[config.mk]
export PLATFORM = sky130hd
export DESIGN_NAME = clk_sel_sequencer_flat
export DESIGN_NICKNAME = d
export VERILOG_FILES = /design/src/rtl/clk_sel_sequencer_if.sv /design/src/rtl/clk_sel_sequencer.sv /design/src/flat_wrapper.sv
export SDC_FILE = /design/constraint.sdc
export NUM_CORES = 1
export LEC_CHECK = 0
export BUFFER_PORTS_ARGS = -buffer_cell sky130_fd_sc_hd__buf_2
export CORE_MARGIN = 2
export CORE_UTILIZATION = 51
export CTS_CLUSTER_SIZE = 24
export DETAILED_ROUTE_END_ITERATION = 10
export PLACE_DENSITY = 0.73
export SETUP_SLACK_MARGIN = 0.1
export SLEW_MARGIN = 15
export SYNTH_ARGS = -nofsm -noshare
export SYNTH_HDL_FRONTEND = slang
export SYNTH_SLANG_ARGS = --single-unit
[constraint.sdc]
create_clock -name clk_500M -period 3.8 [get_ports clk_500M]
set_input_delay 0.38 -clock clk_500M [delete_from_list [all_inputs] [get_ports clk_500M]]
set_output_delay 0.38 -clock clk_500M [all_outputs]
set_load 0.01 [all_outputs]
[src/rtl/clk_sel_sequencer_if.sv]
// Request / status bundle between a clock-change requester and the
// clk_sel sequencer. The requester owns req_valid/req_sel; everything
// else is produced by the sequencer.
interface clk_sel_sequencer_if #(
    parameter int SWC_W = 16
);
    logic             req_valid;
    logic [1:0]       req_sel;
    logic             req_ready;
    logic [1:0]       clk_sel;
    logic             busy;
    logic             done;
    logic             changed;
    logic [SWC_W-1:0] sw_cnt;

    modport master (
        output req_valid,
        output req_sel,
        input  req_ready,
        input  clk_sel,
        input  busy,
        input  done,
        input  changed,
        input  sw_cnt
    );

    modport slave (
        input  req_valid,
        input  req_sel,
        output req_ready,
        output clk_sel,
        output busy,
        output done,
        output changed,
        output sw_cnt
    );
endinterface

[src/rtl/clk_sel_sequencer.sv]
// Drives the 2-bit select of the glitch-free 800M/500M/1000M clock switch.
// Each accepted request updates clk_sel at most once, then clk_sel is held
// for SETTLE_CYC cycles while the switch completes its handover, followed by
// DWELL_CYC cycles before another request is taken. No-op requests complete
// in one cycle and never disturb clk_sel.
module clk_sel_sequencer #(
    parameter logic [1:0] RST_SEL    = 2'b00,
    parameter int          SETTLE_CYC = 8,
    parameter int          DWELL_CYC  = 16,
    parameter int          CNT_W      = 8,
    parameter int          SWC_W      = 16
) (
    input logic                 clk_500M,
    input logic                 rst_n,
    clk_sel_sequencer_if.slave  bus
);

    typedef enum logic [1:0] {
        IDLE   = 2'b00,
        SETTLE = 2'b01,
        HOLD   = 2'b10
    } state_t;

    // The switch only understands 00/01/10; 1x always means the 1000M source.
    localparam logic [1:0]       RST_CANON   = RST_SEL[1] ? 2'b10 : RST_SEL;
    localparam logic [CNT_W-1:0] SETTLE_LOAD = CNT_W'(SETTLE_CYC - 1);
    localparam logic [CNT_W-1:0] DWELL_LOAD  = (DWELL_CYC == 0) ? '0 : CNT_W'(DWELL_CYC - 1);

    state_t           state_q, state_d;
    logic [CNT_W-1:0] cnt_q,   cnt_d;
    logic [1:0]       sel_q,   sel_d;
    logic             done_q,  done_d;
    logic             chg_q,   chg_d;
    logic [SWC_W-1:0] sw_q,    sw_d;

    logic       accept;
    logic [1:0] tgt;

    assign tgt    = bus.req_sel[1] ? 2'b10 : bus.req_sel;
    assign accept = bus.req_valid && (state_q == IDLE);

    // State and output registers; reset forces the switch back to its default source.
    always_ff @(posedge clk_500M or negedge rst_n) begin
        if (!rst_n) begin
            state_q <= IDLE;
            cnt_q   <= '0;
            sel_q   <= RST_CANON;
            done_q  <= 1'b0;
            chg_q   <= 1'b0;
            sw_q    <= '0;
        end else begin
            // NOTE: non-blocking so every register sees the pre-edge values of the others.
            state_q <= state_d;
            cnt_q   <= cnt_d;
            sel_q   <= sel_d;
            done_q  <= done_d;
            chg_q   <= chg_d;
            sw_q    <= sw_d;
        end
    end

    // Next-state logic: accept in IDLE, count down the settle then dwell windows.
    always_comb begin
        // NOTE: every target gets a default first so no path leaves one unassigned (no latches).
        state_d = state_q;
        cnt_d   = cnt_q;
        sel_d   = sel_q;
        done_d  = 1'b0;
        chg_d   = 1'b0;
        sw_d    = sw_q;

        unique case (state_q)
            IDLE: begin
                if (accept) begin
                    if (tgt == sel_q) begin
                        // Already on the requested source: complete immediately.
                        done_d = 1'b1;
                    end else begin
                        sel_d   = tgt;
                        cnt_d   = SETTLE_LOAD;
                        sw_d    = (&sw_q) ? sw_q : sw_q + 1'b1;
                        state_d = SETTLE;
                    end
                end
            end

            SETTLE: begin
                if (cnt_q == '0) begin
                    done_d = 1'b1;
                    chg_d  = 1'b1;
                    if (DWELL_CYC == 0) begin
                        state_d = IDLE;
                    end else begin
                        cnt_d   = DWELL_LOAD;
                        state_d = HOLD;
                    end
                end else begin
                    cnt_d = cnt_q - 1'b1;
                end
            end

            HOLD: begin
                if (cnt_q == '0) begin
                    state_d = IDLE;
                end else begin
                    cnt_d = cnt_q - 1'b1;
                end
            end

            default: begin
                state_d = IDLE;
            end
        endcase
    end

    assign bus.req_ready = (state_q == IDLE);
    assign bus.busy      = (state_q != IDLE);
    assign bus.clk_sel   = sel_q;
    assign bus.done      = done_q;
    assign bus.changed   = chg_q;
    assign bus.sw_cnt    = sw_q;

endmodule
[src/flat_wrapper.sv]
// flat-port wrapper written by rule: the top's interface ports become plain ports
module clk_sel_sequencer_flat 
#(
    parameter logic [1:0] RST_SEL    = 2'b00,
    parameter int          SETTLE_CYC = 8,
    parameter int          DWELL_CYC  = 16,
    parameter int          CNT_W      = 8,
    parameter int          SWC_W      = 16
)
  (clk_500M, rst_n, bus_req_valid, bus_req_sel, bus_req_ready, bus_clk_sel, bus_busy, bus_done, bus_changed, bus_sw_cnt);
  clk_sel_sequencer_if #(.SWC_W(SWC_W)) bus_i ();
  input logic clk_500M;
  input logic rst_n;
  input wire logic [$bits(bus_i.req_valid)-1:0] bus_req_valid;
  input wire logic [$bits(bus_i.req_sel)-1:0] bus_req_sel;
  output wire logic [$bits(bus_i.req_ready)-1:0] bus_req_ready;
  output wire logic [$bits(bus_i.clk_sel)-1:0] bus_clk_sel;
  output wire logic [$bits(bus_i.busy)-1:0] bus_busy;
  output wire logic [$bits(bus_i.done)-1:0] bus_done;
  output wire logic [$bits(bus_i.changed)-1:0] bus_changed;
  output wire logic [$bits(bus_i.sw_cnt)-1:0] bus_sw_cnt;
  assign bus_i.req_valid = bus_req_valid;
  assign bus_i.req_sel = bus_req_sel;
  assign bus_req_ready = bus_i.req_ready;
  assign bus_clk_sel = bus_i.clk_sel;
  assign bus_busy = bus_i.busy;
  assign bus_done = bus_i.done;
  assign bus_changed = bus_i.changed;
  assign bus_sw_cnt = bus_i.sw_cnt;
  clk_sel_sequencer #(.RST_SEL(RST_SEL), .SETTLE_CYC(SETTLE_CYC), .DWELL_CYC(DWELL_CYC), .CNT_W(CNT_W), .SWC_W(SWC_W)) u_core (.clk_500M(clk_500M), .rst_n(rst_n), .bus(bus_i));
endmodule
==> impl_metrics.json <==
{
  "antenna_found_initial": 0,
  "wl_met3_um": 164,
  "fin_cells": 234,
  "setup_viol_count_final": 0,
  "maxCapViolCount": 0,
  "fin_tns_setup_ps": 0,
  "r2r-end": "u_core.bus.sw_cnt[12]",
  "diodes": 0,
  "synth_top_family_by_area": "simple AND/OR/NAND/NOR gates",
  "wl_per_cell_um": 14.44,
  "synth_xor_area_share_pct": 8.987,
  "syn_avg_cell_area_um2": 10.46,
  "clk_pin_slew_ps": 110,
  "fillers": 272,
  "pin_count": 27,
  "power_density_mw_per_mm2": 648.1,
  "final_nets": 202,
  "r2r_slack_ps": 1580,
  "status": "finished, final reports clean",
  "yosysWarningCount": 0,
  "leakagePower_uw": 0.0009135,
  "met2WireLength_mm": 1.597,
  "design.core.area_mm2": 0.003053,
  "path_class": "reg2reg",
  "synth_compound_area_share_pct": 14.39,
  "initial_core_util_pct": 53.81,
  "final_layout_size_suffix_gt1_share_pct": 23.16,
  "root_buffer": "clkbuf_4",
  "yosysSeqAreaShare_pct": 45.70,
  "r2r_cells": 7,
  "hold_viol_final": 0,
  "syn_nets": 170,
  "first_iter_violations": 90,
  "synth-simple-area-share_pct": 19.35,
  "syn2layout_area_growth_pct": 14.70,
  "grt_max_degree": 31,
  "h-tree-depth": 2,
  "ir_worst_vdd_mv": 0.4449,
  "hp-class": "in2async",
  "synthesis.area_mm2": 0.001643,
  "die_h_um": 60.76,
  "viasPerCell": 5.739,
  "grt_pass1_vias": 1191,
  "cts_buffers": 5,
  "gp_congestion": 0.8891,
  "finClkSkew_ps": 10.11,
  "vias": 1343,
  "wirelength_mm": 3.379,
  "grt-ovfl-total": 0,
  "num_rows": 20,
  "period_share_pct": 58.33,
  "io_buffer_count": 26,
  "postRouteAntennaNets": 0,
  "cts_buffer_depth": 2,
  "path_buf_inv": 1,
  "required_ps": 4060,
  "synth_cell_types": 41,
  "cts-hold-fix-buffers": 0,
  "slowest_stage": "or4_4",
  "firstDrtPassIters": 5,
  "synth-seq-cells": 30,
  "die_w_um": 60.76,
  "wl_met1_mm": 1.585,
  "maxSlewViolCount": 0,
  "highest_layer": "met4",
  "fmaxAchievable_mhz": 451.2,
  "cts_tree": "built",
  "clk_latency_ps": 340,
  "dp_hpwl_mm": 2.368,
  "min_period_ps": 2216,
  "synth-adder-area-share_pct": 6.093,
  "worstPathMaxFanout": 8,
  "path_delay_family": "simple AND/OR/NAND/NOR gates",
  "synthCells": 157,
  "seq_area_um2": 750.7,
  "cp-start-kind": "register",
  "final_common_cell": "dfrtp_1",
  "synth_edf_count": 0,
  "postCtsResizedCells": 0,
  "ys.flop_type": "dfrtp_1",
  "slew_headroom_pct": 56.08,
  "dieArea_mm2": 0.003691,
  "async_reset_ff_share_pct": 100.0,
  "crit_arrival_ps": 2470,
  "drc": 0,
  "mostFrequentLayoutCells": "30 x dfrtp_1, 26 x buf_2, 11 x nand2_1",
  "cts_setup_buffers": 0,
  "cts_sinks": 30,
  "synthMuxAreaShare_pct": 2.742,
  "multi_input_area_um2": 847.1,
  "track_usage_pct": 20.72,
  "rsz0062_at_grt": "no",
  "r2r_start": "u_core.state_q[0]",
  "grt_pass1_wl_mm": 5.616,
  "dpl.cell_count": 226,
  "path_cells": "inv_1 > ha_1 > and2_1 > o311ai_4 > or4_4 > nor3_2 > xor2_1",
  "tightest_slew_ps": 658.8,
  "max_stage_delay_ps": 620,
  "critPathCaptureType": "register"
}
[worst max-delay path by stage]
| stage | startpoint | end | slack, ps | cells after the start |
|---|---|---|---|---|
| final | u_core.state_q[0] | u_core.bus.sw_cnt[12] | 1580 | 7 |
| after global routing | u_core.state_q[1] | u_core.bus.sw_cnt[12] | 1480 | 7 |
| after CTS | u_core.state_q[0] | u_core.bus.sw_cnt[12] | 1590 | 7 |
| after detailed placement | u_core.state_q[0] | u_core.bus.sw_cnt[12] | 1630 | 7 |
| after global placement | u_core.state_q[0] | u_core.bus.sw_cnt[14] | 1700 | 7 |
| after floorplan | u_core.state_q[0] | u_core.bus.sw_cnt[12] | 1770 | 7 |
[Yosys cell counts (2+ instances only)]
cell type	count	area, µm²
dfrtp_1	30	750.7
nand2_1	11	41.29
inv_1	10	37.54
o21ai_0	10	50.05
a21oi_1	8	40.04
ha_1	8	100.1
xnor2_1	8	70.07
nand3_1	7	35.03
nor2_1	7	26.28
xor2_1	7	61.31
nand4_1	6	37.54
mux2_2	4	45.04
and3_1	3	18.77
nor3_1	3	15.01
o211a_1	3	30.03
or3_1	3	18.77
and2_1	2	12.51
nor3_2	2	20.02
nor4_1	2	12.51
o31a_1	2	17.52
[cells by family after synthesis]
logic type,Yosys count
AOI/OAI and AO/OA,33
xor gates and xnor gates,16
adders and majority gates,8
buffers and inverters,11
DFF,30
muxes,4
and+or+nand+nor,55
[state kept, by name, summed over array words and instances, names as in the netlist]
| signal | cells |
|---|---|
| u_core.bus.changed | 1 |
| u_core.bus.clk_sel | 2 |
| u_core.bus.done | 1 |
| u_core.bus.sw_cnt | 16 |
| u_core.cnt_q | 8 |
| u_core.state_q | 2 |
[routing by layer]
| metal | global-route usage [%] | vias to the layer above |
|---|---|---|
| met5 | 0 | - |
| met4 | 6.522 | 0 |
| met3 | 6.397 | 6 |
| met2 | 31.49 | 46 |
| met1 | 28.49 | 655 |
| li1 | - | 636 |
[per-stage QoR]
step                power [µW]  area, µm²  hold WS [ps]  utilization, %  worst slack, ps
floorplan                857.4       1643         84.41               -             1767
global placement         982.8       1821         446.8           59.63             1696
detailed placement        1005       1821         464.5           59.63             1628
CTS                       1219       1884         85.55           61.72             1586
global route              1308       1884         102.2           61.72             1482
finish                    1221       1884         62.84           61.72             1584
[where the power goes]
part | switching, µW | internal, µW | leakage, µW | total (µW)
Sequential | 101 | 397 | 0.000391 | 499
Clock | 121 | 88.9 | 0.0000343 | 210
Combinational | 291 | 222 | 0.000489 | 513
[worst register-to-register path: stages, from the launching register on]
cell,delay [ps]
dfrtp_1,430
inv_1,120
ha_1,260
and2_1,200
o311ai_4,170
or4_4,620
nor3_2,170
xor2_1,170
[final cells by class]
type	instances	share of cell area, %
multi-input cells	116	44.95
flip-flops and latches	30	39.84
repair buffers	26	6.906
well taps	44	2.922
clock buffers	6	2.722
inverters	10	1.992
clock inverters	2	0.6640
Note: power is estimated with default switching activity, not from simulation.
